--- config.mk ---
export PLATFORM = sky130hd
export DESIGN_NAME = card_dealer
export DESIGN_NICKNAME = d
export VERILOG_FILES = /design/src/rtl/blackjack_pkg.sv /design/src/rtl/card_decode.sv /design/src/rtl/card_dealer.sv
export SDC_FILE = /design/constraint.sdc
export NUM_CORES = 1
export LEC_CHECK = 0
export CORE_ASPECT_RATIO = 1.75
export CORE_MARGIN = 2
export CORE_UTILIZATION = 58
export DETAILED_ROUTE_END_ITERATION = 10
export PLACE_DENSITY = 0.83
export SYNTH_ARGS = -nofsm -noshare
export SYNTH_HDL_FRONTEND = slang
export SYNTH_SLANG_ARGS = --single-unit
--- constraint.sdc ---
create_clock -name i_clk -period 3.7 [get_ports i_clk]
set_clock_uncertainty 0.1 [all_clocks]
set_input_delay 0.37 -clock i_clk [delete_from_list [all_inputs] [get_ports i_clk]]
set_output_delay 0.37 -clock i_clk [all_outputs]
set_load 0.01 [all_outputs]
--- src/rtl/blackjack_pkg.sv ---
// Shared card types and dealer FSM states for the blackjack datapath.
// DEALER_AUTO_RESHUFFLE_EN adds the RESHUF state used by card_dealer.
package blackjack_pkg;

  localparam int DECK_SIZE_STD  = 52;
  localparam int RANKS_PER_SUIT = 13;

  typedef enum logic [1:0] {
    HEARTS   = 2'd0,
    DIAMONDS = 2'd1,
    CLUBS    = 2'd2,
    SPADES   = 2'd3
  } suit_t;

  typedef struct packed {
    logic [3:0] rank;
    suit_t      suit;
  } card_t;

  typedef enum logic [1:0] {
    ST_IDLE   = 2'd0,
    ST_PROBE  = 2'd1,
`ifdef DEALER_AUTO_RESHUFFLE_EN
    ST_DEAL   = 2'd2,
    ST_RESHUF = 2'd3
`else
    ST_DEAL   = 2'd2
`endif
  } dealer_state_t;

endpackage

--- src/rtl/card_decode.sv ---
// Combinational deck index to rank/suit conversion: suit = idx/13,
// rank = (idx mod 13) + 1. Shared with the display and scoring blocks.
module card_decode
  import blackjack_pkg::*;
#(
  parameter int IDX_W = 6
) (
  input  logic [IDX_W-1:0] idx_i,
  output card_t            card_o
);

  localparam int unsigned R = RANKS_PER_SUIT;

  logic [31:0] idx_w;
  logic [1:0]  suit_w;

  assign idx_w = 32'(idx_i);

  // Range compare instead of a divider; the deck never exceeds four suits.
  always_comb begin
    suit_w = 2'd0;
    if (idx_w >= 3 * R)      suit_w = 2'd3;
    else if (idx_w >= 2 * R) suit_w = 2'd2;
    else if (idx_w >= R)     suit_w = 2'd1;
  end

  assign card_o.rank = 4'(idx_w - 32'(suit_w) * R + 32'd1);
  assign card_o.suit = suit_t'(suit_w);

endmodule

--- src/rtl/card_dealer.sv ---
// Deals unique cards from a used-slot bitmap by linear probing from a random index.
// Optional DEALER_AUTO_RESHUFFLE_EN refills the deck on a request when it is empty.
module card_dealer
  import blackjack_pkg::*;
#(
  parameter int DECK_SIZE = DECK_SIZE_STD,
  parameter int IDX_W     = 6
) (
  input  logic             i_clk,
  input  logic             i_rst_n,
  input  logic             i_request,
  input  logic             i_shuffle,
  input  logic [IDX_W-1:0] i_rand,
  output logic [3:0]       o_card_rank,
  output logic [1:0]       o_card_suit,
  output logic             o_card_valid,
  output logic             o_busy,
  output logic [IDX_W-1:0] o_cards_left,
  output logic             o_deck_empty,
  output dealer_state_t    o_dbg_state
);

  // Handshake: i_request is a level sampled only while IDLE (o_busy low);
  // anything else is dropped. o_card_valid is a single-cycle strobe with no
  // back-pressure, aligned with the updated rank/suit and o_cards_left.

  localparam logic [IDX_W-1:0] DECK_N   = IDX_W'(DECK_SIZE);
  localparam logic [IDX_W-1:0] LAST_IDX = IDX_W'(DECK_SIZE - 1);
  localparam card_t            NO_CARD  = '{rank: 4'd0, suit: HEARTS};

  dealer_state_t          state_q, state_d;
  logic [IDX_W-1:0]       idx_q, idx_d;
  logic [DECK_SIZE-1:0]   used_q, used_d;
  logic [IDX_W-1:0]       left_q, left_d;
  card_t                  card_q, card_d;
  logic                   valid_q, valid_d;
  logic [IDX_W-1:0]       rand_fold;
  card_t                  dec_card;

  // The generator range is below 2*DECK_SIZE, so one subtraction folds it.
  assign rand_fold = (i_rand >= DECK_N) ? (i_rand - DECK_N) : i_rand;

  card_decode #(.IDX_W(IDX_W)) u_decode (
    .idx_i  (idx_q),
    .card_o (dec_card)
  );

  always_comb begin
    state_d = state_q;
    idx_d   = idx_q;
    used_d  = used_q;
    left_d  = left_q;
    card_d  = card_q;
    valid_d = 1'b0;

    case (state_q)
      ST_IDLE: begin
        if (i_request) begin
          if (left_q != '0) begin
            idx_d   = rand_fold;
            state_d = ST_PROBE;
          end
`ifdef DEALER_AUTO_RESHUFFLE_EN
          else begin
            used_d  = '0;
            left_d  = DECK_N;
            state_d = ST_RESHUF;
          end
`endif
        end
      end
      ST_PROBE: begin
        if (used_q[idx_q]) begin
          idx_d = (idx_q == LAST_IDX) ? '0 : idx_q + 1'b1;
        end else begin
          state_d = ST_DEAL;
        end
      end
      ST_DEAL: begin
        used_d[idx_q] = 1'b1;
        left_d        = left_q - 1'b1;
        card_d        = dec_card;
        valid_d       = 1'b1;
        state_d       = ST_IDLE;
      end
`ifdef DEALER_AUTO_RESHUFFLE_EN
      ST_RESHUF: begin
        idx_d   = rand_fold;
        state_d = ST_PROBE;
      end
`endif
      default: state_d = ST_IDLE;
    endcase

    // Shuffle overrides everything, including a deal about to complete.
    if (i_shuffle) begin
      state_d = ST_IDLE;
      used_d  = '0;
      left_d  = DECK_N;
      card_d  = NO_CARD;
      valid_d = 1'b0;
    end
  end

  always_ff @(posedge i_clk) begin
    if (!i_rst_n) begin
      state_q <= ST_IDLE;
      idx_q   <= '0;
      used_q  <= '0;
      left_q  <= DECK_N;
      card_q  <= NO_CARD;
      valid_q <= 1'b0;
    end else begin
      state_q <= state_d;
      idx_q   <= idx_d;
      used_q  <= used_d;
      left_q  <= left_d;
      card_q  <= card_d;
      valid_q <= valid_d;
    end
  end

  assign o_card_rank  = card_q.rank;
  assign o_card_suit  = card_q.suit;
  assign o_card_valid = valid_q;
  assign o_busy       = (state_q != ST_IDLE);
  assign o_cards_left = left_q;
  assign o_deck_empty = (left_q == '0);
  assign o_dbg_state  = state_q;

endmodule
# Word level (Yosys, flattened, before mapping)
# Cells that the tools add are included.
# totals
elab_cells,55
register_bits,73
output_inout_bits,17
input_bits,10
# op_classes
n_mux,18
eq_ne,7
reduce_logical,9
n_bitwise,2
multipliers,1
add_sub_neg,5
order_cmp,6
# ops
cell,count
$or 52x52->52,1
$mux 6,5
$ge 6x6->1 const B,2
$pmux 6 s2,1
$mux 2,5
$ne 2x2->1 const B,4
$lt 6x7->1 const B,1
$add 6x1->6 const B,1
$bmux 1 s6,1
$demux 1 s6,1
$eq 6x6->1 const B,1
$ge 6x1->1 const B,1
$ge 6x4->1 const B,1
$ge 6x5->1 const B,1
$logic_not 6->1,1
$reduce_bool 6->1,1
$sub 6x1->6 const B,1
$sub 6x6->6 const B,1
$add 4x1->4 const B,1
$mul 2x4->4 const B,1
$mux 1,4
$pmux 2 s2,1
$reduce_and 4->1,1
$reduce_bool 2->1,2
other kinds (8),8

# Logic depth before layout (Yosys ltp)
# Gate-level depths: netlist (run 1).
# depth
word_depth,7
depth_mapped,16
depth_no_buf,14

# By module
# From an unflattened synthesis (run 1), not the netlist that was laid out.
# hier_totals
cells_unflattened,413
area_unflattened_um2,3505.9
# modules_own_cells
module,cells_per_inst,instances,area_per_inst_um2
card_dealer,388,1,3296.9
card_decode,25,1,209.0

# Worst setup path before layout (run 1)
# OpenSTA, ideal clock, no wires.
# synth_timing
path_type,register to register
start,register idx_q[1]
end,"register card_q, in the netlist o_card_rank[3]"
setup_time_ns,0.086
path_stages_with_launch,16
path_slack_ns,0.480
required_time_ns,3.514
n_path_buf,2
arrival_time_ns,3.035
path_cell_list,dfxtp_1 -> buf_2 -> buf_2 -> inv_1 -> ha_1 -> nor2b_1 -> o21ai_0 -> a21boi_0 -> inv_1 -> ha_1 -> inv_1 -> fa_1 -> xor2_1 -> xnor2_1 -> xnor2_1 -> a211oi_1
# synth_via
elab_chain_cells,7
elab_cells_between_ends,9
# synth_rtl
item,line,source
from (decl),card_dealer.sv:32,"logic [IDX_W-1:0] idx_q, idx_d;"
from (signal assigned),card_dealer.sv:115,idx_q <= idx_d;
$ge 6x4->1,card_decode.sv:24,else if (idx_w >= R) suit_w = 2'd1;
$mux 1,card_decode.sv:24,
$mux 2,card_decode.sv:23,else if (idx_w >= 2 * R) suit_w = 2'd2;
$mux 2,card_decode.sv:22,if (idx_w >= 3 * R) suit_w = 2'd3;
$mul 2x4->4,card_decode.sv:27,assign card_o.rank = 4'(idx_w - 32'(suit_w) * R + 32'd1);
$sub 4x4->4 *,card_decode.sv:27,
$add 4x1->4 *,card_decode.sv:27,
to (signal assigned),card_dealer.sv:118,card_q <= card_d;
to (decl),card_dealer.sv:35,"card_t card_q, card_d;"
# Mark *: on every way between the ends. The rest lies on a longest branch, timed or not.
# A chain may end at the register's enable or synchronous reset.

# Worst setup path in the final report (run 1)
# Ends and elaborated chain as after synthesis.

==> flow_summary.yaml, run 1 <==
logic_synthesis:
  avgSynthCellArea_um2: 8.382
  async_flop_share_pct: 0
  synth_edf_count: 0
  yosys-mux-area-fraction_pct: 6.049
  synth_flop_cell: "dfxtp_1"
  yosys.area.top_type: "dfxtp_1"
  post_synth_xor_area_fraction_pct: 2.476
  yosys_warnings: 0
  synth-seq-area-share_pct: 41.32
  synthDistinctLibCells: 50
  yosys.area.top_type_share_pct: 41.32
  share_of_synthesized_cell_area_in_full_adder_half_adder_and_majority_cells_pct: 4.103
  synth_simple_gate_area_share_pct: 21.22
  synth_compound_gate_area_share_pct: 19.03
  post_synth_instance_area_um2: 3537
  synth-seq-cells: 73
  mappedNetlistNets: 443
  combinational_family_with_the_most_area_after_synthesis: "simple AND/OR/NAND/NOR gates"
  synth_cells: 422
  ranking_of_synthesized_cells_by_area: "dfxtp_1 (41%), nor2_1 (8.6%), a21oi_1 (7.6%)"
die:
  initial_utilization_pct: 60.16
  io_count: 27
  row_count: 37
  floorplan.die.height_um: 107.3
  die-width_um: 63.03
  core_area_um2: 5879
  floorplan.die_area_um2: 6763
routing:
  route.detailed.wl_per_inst_um: 15.97
  antenna_violating_nets_post_route: 0
  detail_route.first_pass.iterations: 4
  num_vias: 3054
  post-route-drc-count: 0
  via_per_inst: 5.919
  drt_iter0_markers: 173
  totalWireLength_um: 8242
worst_setup_path:
  cp-end-kind: "register"
  cp_max_fo: 8
  crit_type: "reg -> reg"
  worst_flop_to_flop_path_startpoint: "idx_q[1]"
  r2r_cells: 13
  arrival_ns: 3.35
  reg2reg_setup_slack_ns: 0.50
  timing.rr.end: "o_card_rank[3]"
  worstSetupStartpointType: "register"
  crit_required_ns: 3.85
finish:
  finalCoreUtilization_pct: 67.48
  filler_instances: 502
  drive_above_1_share_pct: 8.904
  antenna_cells: 0
  mostFrequentLayoutCells: "nor2_1 (81), dfxtp_1 (73), a21oi_1 (54)"
  synthToLayoutAreaGrowth_pct: 12.17
  fin_nets: 455
  layout.cells.most_common: "nor2_1"
  stdcell_count: 516
clock_network:
  clk_pin_slew_ns: 0.07
  worst_skew_pair.late_latency_ns: 0.36
  cts_resized: 0
  h-tree-depth: 3
  cts_buffer_depth: 2
  tritoncts_clock_tree: "done"
  postCtsHoldBufs: 0
  cts_inserted_buffers: 9
  clock-root-buffer: "clkbuf_8"
  clock_sink_count: 73
  cts_setup_buffers: 0
placed_design:
  gp_routability_congestion: 0.8357
  post-place-ws_ns: 0.5740
  dp_hpwl_um: 5907
  dp.cells: 501
  port_buffers: 26
power:
  power.ir.vdd_worst_mv: 0.2387
  power-per-cell-area_nw_per_um2: 399.7
  p_leak_nw: 1.414
timing:
  worst_slew_pin_slew_ns: 1.210
  timing_max_transition_violations_final: 0
  final_hold_viol_count: 0
  grt_setup_unrepaired: "false"
  timing.setup.tns_ns: 0
  fin_ws_ns: 0.5017
  setup-violations-final: 0
  period_needed_ns: 3.198
  fmax_ghz: 0.3127
  max-slew-margin-rel_pct: 19.31
  fin_worst_hold_slack_ns: 0.3614
  fin_crit_sh_pct: 86.44
min_path:
  hold_path_end: "o_card_rank[1]"
  worstHoldStart: "o_card_rank[1]"
  hold_class: "reg -> reg"
  timing.hold.worst_path_depth: 2
grt:
  grt_antenna_before_repair: 0
  first_global_vias: 2963
  grt_first_pass_wirelength_um: 13700
  overall_overflow_remaining_after_global_route: 0
  total_track_usage_pct: 26.33
  maximum_number_of_pins_on_one_net_before_global_route_repair: 64
run:
  drv.max_cap_violation_count: 0
status:
  status: "complete, no violations"
cells in the mapped netlist (all sizes together), types with 2 or more instances:
master	n
a211oi	11
a21oi	54
a22o	3
a31oi	10
a32oi	2
and2	4
and3	5
buf	14
clkbuf	19
dfxtp	73
ha	10
inv	14
mux2	3
mux2i	9
mux4	4
nand2	20
nand2b	6
nand3	7
nand3b	6
nor2	81
nor2b	8
nor3	11
nor3b	2
o211ai	5
o21ai	9
o31ai	2
or3b	3
xnor2	8
xor2	2
cell families (layout without fill, tap and decap cells):
family,after synthesis,after routing
simple gates,159,159
buf+inv,47,63
flops,73,73
fa+ha+maj,11,11
compound gates,106,106
xor+xnor,10,10
mux,16,16
through the flow:
stage	total power [mW]	area, um^2
2_1_floorplan	1.003	3537
3_3_place_gp	1.054	3805
3_5_place_dp	1.058	3805
4_1_cts	1.593	3968
5_1_grt	1.651	3968
6_report	1.586	3968
sequential cells by signal (all words and copies together), names as in the netlist:
name	cells
idx_q	6
o_card_rank	4
o_card_suit	2
o_card_valid	1
o_cards_left	6
o_dbg_state	2
used_q	52
worst max-delay path, stage by stage (launching register included):
cell and delay (ns):
dfxtp_1 0.34, inv_1 0.23, ha_1 0.20, nor2b_1 0.11, o21ai_0 0.10, a21boi_0 0.38
inv_1 0.11, ha_1 0.33, inv_1 0.07, fa_1 0.45, xor2_1 0.17, xnor2_1 0.19
xnor2_1 0.10, a211oi_1 0.22
where the power goes:
group / leakage, nW / internal, mW / total [mW] / switching, mW
logic: 0.743 / 0.0962 / 0.238 / 0.142
clock network: 0.0822 / 0.256 / 0.539 / 0.283
registers: 0.589 / 0.793 / 0.809 / 0.0155
metal layers:
metal,vias to the layer above,wire length [um],GRT usage [%]
met5,-,0,0
met4,0,314,16.98
met3,22,390,6.485
met2,86,4292,46.35
met1,1459,3245,27.46
li1,1487,-,-
how the worst max path moves through the flow:
stage | depth (start not counted) | slack [ns] | from | end
after floorplan | 15 | 0.48 | idx_q[1] | o_card_rank[3]
after global placement | 12 | 0.66 | idx_q[0] | o_card_rank[3]
after detailed placement | 13 | 0.57 | idx_q[1] | o_card_rank[3]
after CTS | 13 | 0.50 | idx_q[1] | o_card_rank[3]
after global routing | 13 | 0.20 | idx_q[1] | o_card_rank[3]
final | 13 | 0.50 | idx_q[1] | o_card_rank[3]
final cells by class:
type	count	area, um^2	share of cell area, %
multi-input cells	302	1873	47.21
flip-flops and latches	73	1461	36.83
repair buffers	34	320.3	8.073
clock buffers	12	145.1	3.658
well taps	78	97.59	2.460
inverters	14	52.55	1.325
clock inverters	3	17.52	0.4415
Power figures use the tool's default switching activity.
==> inputs of run 2 (changes only) <==
--- a/config.mk
+++ b/config.mk
@@ -6,7 +6,7 @@
 export NUM_CORES = 1
 export LEC_CHECK = 0
 export CORE_ASPECT_RATIO = 1.75
-export CORE_MARGIN = 2
+export CORE_MARGIN = 4
 export CORE_UTILIZATION = 58
 export DETAILED_ROUTE_END_ITERATION = 10
 export PLACE_DENSITY = 0.83
==> run 2 against run 1 <==
Compared with the run above: non-clock buffer count grew 1; via count grew 0.98%; final cell count grew 0.39%; wire length grew 6.1%; worst hold slack lost 0.0019 ns; core utilization grew 0.49 points; first-iteration DRC count grew 21%; final area grew 1.5%; global-route usage shrank 0.49 points; flip-flop and latch count is the same; sequential share of layout area shrank 0.55 points; largest power group unchanged.
==> flow_summary.yaml, run 2 (synthesized netlist as in run 1, its figures left out) <==
worst_setup_path:
  max_stage_delay_ns: 0.44
  crit_required_ns: 3.86
  worst_flop_to_flop_path_startpoint: "idx_q[1]"
  crit_type: "reg -> reg"
  path_cells: "inv_1, ha_1, nor2b_1, o21ai_0, a21boi_0, inv_1, ha_1, inv_1, fa_1, xor2_1, xnor2_1, xnor2_1, a211oi_1"
  cp_dominant_cell_by_count: "inv_1"
  timing.rr.end: "o_card_rank[3]"
  arrival_ns: 3.37
  r2r_cells: 13
  reg2reg_setup_slack_ns: 0.49
  cp-end-kind: "register"
  timing.critical_path.slowest_stage_cell: "fa_1"
  crit_buf_inv: 3
  worstSetupStartpointType: "register"
  cp_max_fo: 8
  worst_path_dominant_cell_family: "adder cells"
finish:
  drive_above_1_share_pct: 9.773
  fin_nets: 456
  largest_reg_flops: 52
  mostFrequentLayoutCells: "nor2_1 (81), dfxtp_1 (73), a21oi_1 (54)"
  max_flop_register: "used_q"
  layout.cells.most_common: "nor2_1"
  antenna_cells: 0
  synthToLayoutAreaGrowth_pct: 13.87
clock_network:
  h-tree-depth: 3
  cts_inserted_buffers: 9
  clock-root-buffer: "clkbuf_8"
  worst_skew_pair.late_latency_ns: 0.36
  cts_setup_buffers: 0
  cts_buffer_depth: 2
  clk_pin_slew_ns: 0.07
  clock_sink_count: 73
  tritoncts_clock_tree: "done"
  postCtsHoldBufs: 0
  cts_resized: 0
timing:
  timing.setup.tns_ns: 0
  period_needed_ns: 3.211
  worst_slew_pin_slew_ns: 1.034
  timing_max_transition_violations_final: 0
  grt_setup_unrepaired: "false"
  fin_crit_sh_pct: 86.78
  max-slew-margin-rel_pct: 31.10
  final_hold_viol_count: 0
  setup-violations-final: 0
  fmax_ghz: 0.3114
min_path:
  hold_class: "reg -> reg"
  hold_path_end: "o_card_rank[1]"
  timing.hold.worst_path_depth: 2
  worstHoldStart: "o_card_rank[1]"
routing:
  post-route-drc-count: 0
  totalWireLength_um: 8747
  antenna_violating_nets_post_route: 0
  detail_route.first_pass.iterations: 5
  route.detailed.wl_per_inst_um: 16.89
  drt_iter0_markers: 209
  via_per_inst: 5.954
  num_vias: 3084
grt:
  first_global_vias: 3083
  overall_overflow_remaining_after_global_route: 0
  grt_first_pass_wirelength_um: 14610
  grt_antenna_before_repair: 0
  total_track_usage_pct: 25.84
  maximum_number_of_pins_on_one_net_before_global_route_repair: 53
power:
  intPower_mw: 1.255
  sw_frac_of_total_pct: 26.73
  p_leak_nw: 1.441
  switching_power_mw: 0.4577
  power.ir.vdd_worst_mv: 0.2644
  power-per-cell-area_nw_per_um2: 425.1
  power_frac_comb_pct: 14.0
  finalPower_mw: 1.712
  register_share_of_total_power_pct: 47.2
  power.clock.fraction_pct: 38.8
placed_design:
  port_buffers: 26
  gp_routability_congestion: 0.8966
  dp_hpwl_um: 6208
die:
  floorplan.die_area_um2: 7461
  row_count: 37
  core_area_um2: 5926
  io_count: 27
  floorplan.die.height_um: 111.3
  initial_utilization_pct: 59.69
  die-width_um: 67.03
run:
  drv.max_cap_violation_count: 0
status:
  status: "complete, no violations"
-- run 2: power groups by stage --
stage | clock network [mW] | registers (mW) | logic [mW]
2_1_floorplan | 0 | 0.816 | 0.187
3_3_place_gp | 0 | 0.826 | 0.229
3_5_place_dp | 0 | 0.826 | 0.235
4_1_cts | 0.671 | 0.808 | 0.239
5_1_grt | 0.704 | 0.810 | 0.264
6_report | 0.664 | 0.809 | 0.240
-- run 2: cell type report --
| cell class | instances | area (um^2) |
|---|---|---|
| fillers | 490 | 1898 |
| multi-input cells | 302 | 1873 |
| flip-flops and latches | 73 | 1461 |
| repair buffers | 35 | 327.8 |
| clock buffers | 12 | 165.2 |
| well taps | 78 | 97.59 |
| inverters | 14 | 52.55 |
| clock inverters | 4 | 50.05 |
-- run 2: through the flow --
step | cell area [um^2] | hold WS, ns | cells | utilization, % | setup slack [ns]
after floorplan | 3537 | 0.3286 | 422 | - | 0.4797
after global placement | 3812 | 0.3422 | 502 | 64.34 | 0.6663
after detailed placement | 3812 | 0.3555 | 502 | 64.34 | 0.5326
after CTS | 4028 | 0.3635 | 518 | 67.97 | 0.4772
after global routing | 4028 | 0.3991 | 518 | 67.97 | 0.1454
final | 4028 | 0.3595 | 518 | 67.97 | 0.4891
-- run 2: tightest hold or removal path, delay by kind of cell, from the launching register on --
kind	cells	cell delay, ns
AO/OA/AOI/OAI	1	0.05
flip-flops	1	0.31
AND/OR/NAND/NOR	1	0.05
-- run 2: worst max path at each step --
stage             start             end  slack, ns  cells after the start
3_3_place_gp   idx_q[0]  o_card_rank[3]       0.67                     12
6_report       idx_q[1]  o_card_rank[3]       0.49                     13
3_5_place_dp   idx_q[1]  o_card_rank[3]       0.53                     13
5_1_grt        idx_q[1]  o_card_rank[3]       0.15                     13
4_1_cts        idx_q[1]  o_card_rank[3]       0.48                     13
2_1_floorplan  idx_q[1]  o_card_rank[3]       0.48                     15
-- run 2: routing by layer --
layer  part of all wire (%)  vias up  global-route usage [%]  wire length (um)
met5                      0        -                       0                 0
met4                    5.8        0                   18.29               507
met3                    5.6       39                   6.795               487
met2                     51      105                   42.97              4479
met1                     37     1446                   27.00              3272
li1                       -     1494                       -                 -
==> RTL edit 1, RTL diff (flow settings as in run 1) <==
The option `DEALER_AUTO_RESHUFFLE_EN` is turned on by a define.
--- a/src/rtl/blackjack_pkg.sv
+++ b/src/rtl/blackjack_pkg.sv
@@ -2,2 +2,4 @@
 // DEALER_AUTO_RESHUFFLE_EN adds the RESHUF state used by card_dealer.
+`define DEALER_AUTO_RESHUFFLE_EN
+
 package blackjack_pkg;
Behaviour: no difference found for any inputs over 4 cycles, from zero or initial values and one cycle with i_rst_n low; that may be too few to reach the edited logic, so the function may still have changed.
==> RTL edit 1 against run 1 <==
- final area is 4.3% higher
- utilization barely moved
- synthesized area is 2.5% higher
- clock power is 34% higher
- sequential power increased by 0.7%
- routed wire length grew 5.5%
- final cell count is 0.39% higher
- setup slack got worse by 0.039 ns
- sequential cell count is the same
- power rose by 17%
- largest power group unchanged
- highest routed layer unchanged
==> RTL edit 1: results (changes against run 1) <==
<table>
<tr><th>Metric</th><th>Value</th></tr>
<tr><th colspan="2">Synthesis</th></tr>
<tr><td>List of most frequent post-synthesis cells</td><td>dfxtp_1, nor2_1, a21oi_1</td></tr>
<tr><td>Count of distinct cell types in the synthesized netlist</td><td>61 (+22%)</td></tr>
<tr><td>Part of the Yosys area used for sequential elements</td><td>0.4029 (-0.01026)</td></tr>
<tr><td>Main area contributors after synthesis</td><td>dfxtp_1, a21oi_1, nor2_1</td></tr>
<tr><th colspan="2">Status</th></tr>
<tr><td>Run status</td><td>finished clean</td></tr>
<tr><th colspan="2">Routing</th></tr>
<tr><td>Wire length on met2</td><td>4678 um (+9.0%)</td></tr>
<tr><td>Via/cell ratio</td><td>5.985 (+1.1%)</td></tr>
<tr><td>Met1 Wirelength</td><td>3246 um (about the same)</td></tr>
<tr><td>Iteration-0 DRC count of the detailed router</td><td>192 (+11%)</td></tr>
<tr><td>Length of the first detailed-routing pass in iterations</td><td>5 (+1)</td></tr>
<tr><td>Met3 routed WL</td><td>310 um (-21%)</td></tr>
<tr><td>Routed wire length per instance</td><td>16.79 um (+5.1%)</td></tr>
<tr><td>Wire length reported by the detailed router</td><td>8699 um (+5.5%)</td></tr>
<tr><th colspan="2">Global route</th></tr>
<tr><td>First-pass GRT wire length</td><td>14390 um (+5.0%)</td></tr>
<tr><td>Via count of the first global-routing pass</td><td>3036 (+2.5%)</td></tr>
<tr><td>Largest net degree at the start of global routing</td><td>55 (-14%)</td></tr>
<tr><th colspan="2">Power</th></tr>
<tr><td>Leakage dissipation</td><td>1.494 nW (+5.7%)</td></tr>
<tr><td>IR Drop Worst-Case VDD</td><td>277.5 uV (+16%)</td></tr>
<tr><th colspan="2">Placed design</th></tr>
<tr><td>Cell area after placement</td><td>3914 um2 (+2.9%)</td></tr>
<tr><td>Cell total after placement</td><td>503 (+0.40%)</td></tr>
<tr><td>Hpwl dp</td><td>6233 um (+5.5%)</td></tr>
<tr><th colspan="2">STA</th></tr>
<tr><td>Minimum hold slack</td><td>0.3657 ns (+0.004312 ns)</td></tr>
<tr><td>Share of the clock period used by the worst path</td><td>0.8750 (+0.01059)</td></tr>
<tr><td>Actual slew at the worst max-slew pin</td><td>1.177 ns (-0.03348 ns)</td></tr>
<tr><th colspan="2">Critical path</th></tr>
<tr><td>Data arrival at the endpoint of the critical path</td><td>3.41 ns (+0.06 ns)</td></tr>
<tr><th colspan="2">Final layout</th></tr>
<tr><td>Number of inserted filler cells in the final layout</td><td>498 (-0.80%)</td></tr>
<tr><td>Fraction of layout cells with a size suffix above 1</td><td>0.09361 (+0.004566)</td></tr>
</table>
RTL edit 1: cell count changes in the layout (fill, tap and decap cells not counted), sizes merged, moves of 4 or more:
cell / before / now
a31oi: 10 / 4
inv: 14 / 19
a211oi: 11 / 7
o21ai: 9 / 5
nor2: 81 / 71
a21oi: 54 / 60
nand3b: 6 / 0
ha: 10 / 17
mux2i: 9 / 13
nand2: 20 / 15
nand4: 0 / 5
nor2b: 8 / 2
RTL edit 1: power breakdown:
| group | switching (mW) | internal [mW] |
|---|---|---|
| Sequential | 0.0190 | 0.796 |
| Clock | 0.279 | 0.445 |
| Combinational | 0.192 | 0.128 |
RTL edit 1: cell families (layout without fill, tap and decap cells):
kind of cell               count (synthesis)  in the layout  synth area share
and+or+nand+nor                          144            144            0.1894
AOI/OAI and AO/OA                        102            102            0.1745
DFF                                       73             73            0.4029
buffers and inverters                     43             68           0.05726
muxes                                     23             23           0.08762
adders and majority gates                 18             18           0.06416
xor gates and xnor gates                  10             10           0.02415
RTL edit 1: how the worst min path moves through the flow:
| stage | to | start |
|---|---|---|
| final | used_q[33] | used_q[33] |
| after global routing | used_q[49] | used_q[49] |
| after CTS | used_q[33] | used_q[33] |
| after detailed placement | used_q[33] | used_q[33] |
| after global placement | used_q[22] | used_q[22] |
| after floorplan | used_q[18] | used_q[18] |
RTL edit 1: per-stage QoR:
stage	setup WS (ns)	utilization
after global routing	0.1783	0.6748
after CTS	0.4519	0.6748
after global placement	0.5692	0.6381
after detailed placement	0.4672	0.6381
final	0.4625	0.6748
after floorplan	0.3397	-
RTL edit 1: worst register-to-register path, stage by stage, from the launching register on:
cell and delay, ns:
dfxtp_1 0.33, inv_1 0.12, ha_1 0.20, nand2b_1 0.13, a311o_1 0.36, a21boi_0 0.35, inv_1 0.08, ha_1 0.31
inv_1 0.07, fa_1 0.44, xor2_1 0.18, xnor2_1 0.18, xnor2_1 0.09, a211oi_1 0.21
RTL edit 1: metal layers:
metal	global-route usage	up-vias
met2	0.4844	93
met5	0	-
met3	0.05160	33
li1	-	1492
met4	0.1817	0
met1	0.2827	1482
RTL edit 1: layout make-up:
cell class	count	area (um2)	share of cell area
Tap cell	80	100.1	0.02418
Inverter	19	73.82	0.01784
Clock buffer	12	135.1	0.03265
Multi-Input combinational cell	297	1958	0.4731
Sequential cell	73	1461	0.3531
Clock inverter	3	90.09	0.02177
Timing Repair Buffer	34	320.3	0.07739
==> RTL edit 2, RTL diff (config.mk and constraints of run 1) <==
Made on the original files. Make the reset (`i_rst_n`) asynchronous in one clocked block.
--- a/src/rtl/card_dealer.sv
+++ b/src/rtl/card_dealer.sv
@@ -104,3 +104,3 @@
 
-  always_ff @(posedge i_clk) begin
+  always_ff @(posedge i_clk or negedge i_rst_n) begin
     if (!i_rst_n) begin
Behaviour: differs if i_rst_n is asserted again (counterexample within 4 cycles, from zero or initial values and one cycle with i_rst_n low); with i_rst_n held inactive, the same outputs for 4 cycles.
==> RTL edit 2 against run 1 <==
- critical path depth is 1 lower
- sequential cell count stayed put
- routed wire length is 14% higher
- synthesized area is 9.5% higher
- largest cell class is now registers
- first-iteration DRC count is 42% higher
- final area is 13% higher
- hold slack worse by 0.15 ns
- setup slack worse by 0.17 ns
Power is not compared: it rests on default switching activity, and its combinational part moved more than twofold at a synthesized area within 25%.
==> RTL edit 2: results (changes against run 1) <==
<table>
<tr><th>Metric</th><th>Value</th></tr>
<tr><th colspan="2">Placed design</th></tr>
<tr><td>Gpl congestion</td><td>0.9122 (+9.2%)</td></tr>
<tr><td>Cell area after placement</td><td>4174 um2 (+9.7%)</td></tr>
<tr><td>Worst Setup Slack post-DPL</td><td>0.3377 ns (-0.2363 ns)</td></tr>
<tr><td>Hpwl dp</td><td>6481 um (+9.7%)</td></tr>
<tr><th colspan="2">CTS</th></tr>
<tr><td>Clock root buffer</td><td>clkbuf_16</td></tr>
<tr><td>Clock latency of the later-clocked register in the worst-skew pair</td><td>0.34 ns (-0.02 ns)</td></tr>
<tr><th colspan="2">Final layout</th></tr>
<tr><td>Number of inserted filler cells in the final layout</td><td>490 (-2.4%)</td></tr>
<tr><td># clk buffers</td><td>14 (+2)</td></tr>
<tr><td>Sequential cell area</td><td>1831 um2 (+25%)</td></tr>
<tr><td>Clock buf/inv share</td><td>0.06878 (+0.02779)</td></tr>
<tr><td>Multi-input combinational cell count</td><td>269 (-11%)</td></tr>
<tr><td>Fraction of layout cells with a size suffix above 1</td><td>0.1011 (+0.01211)</td></tr>
<tr><td>Non-clock buffering overhead</td><td>0.07296 (-0.007771)</td></tr>
<tr><th colspan="2">STA</th></tr>
<tr><td>Worst slew slack as a fraction of its limit</td><td>0.5571 (+0.3640)</td></tr>
<tr><th colspan="2">Synthesis</th></tr>
<tr><td>Adder-cell share of the synthesized area</td><td>0.03747 (-0.003565)</td></tr>
<tr><td>Xor and xnor area share after synthesis</td><td>0.02487 (+0.0001096)</td></tr>
<tr><td>Main area contributors after synthesis</td><td>dfrtp_1, nor2_1, a21oi_1</td></tr>
<tr><td>Multiplexer share of the synthesized area</td><td>0.07429 (+0.01380)</td></tr>
<tr><td>Part of the Yosys area used for sequential elements</td><td>0.4725 (+0.05939)</td></tr>
<tr><th colspan="2">Critical path</th></tr>
<tr><td>Max stage delay cell, worst path</td><td>dfrtp_1</td></tr>
<tr><td>Critical-path maximum fanout</td><td>6 (-2)</td></tr>
<tr><th colspan="2">Routing</th></tr>
<tr><td>Wire length reported by the detailed router</td><td>9411 um (+14%)</td></tr>
<tr><td>Routed via count</td><td>3148 (+3.1%)</td></tr>
<tr><td>Length of the first detailed-routing pass in iterations</td><td>5 (+1)</td></tr>
<tr><th colspan="2">Status</th></tr>
<tr><td>Run status</td><td>finished clean</td></tr>
</table>
[RTL edit 2: repair_timing]
item	4_1_cts	5_1_grt
resized for setup	0	1
endpoints found under the hold margin	19	0
hold buffers	1	0
endpoints found under the setup margin	0	1
[RTL edit 2: routing by layer]
layer / vias to the layer above / track usage / routed length (um)
met5: - / 0 / 0
met4: 0 / 0.1528 / 392
met3: 31 / 0.06413 / 377
met2: 100 / 0.4714 / 5083
met1: 1559 / 0.3136 / 3557
li1: 1458 / - / -
[RTL edit 2: worst paths after layout]
path,start,endpoint,slack [ns],cells past startpoint
max,idx_q[0],o_card_rank[3],0.33,12
min,i_shuffle,o_card_valid,0.21,2
max reg2reg,idx_q[0],o_card_rank[3],0.33,12
min reg2reg,used_q[15],used_q[15],0.39,2
max in group asynchronous,i_rst_n,o_cards_left[2],2.20,3
min in group asynchronous,i_rst_n,used_q[37],0.46,2
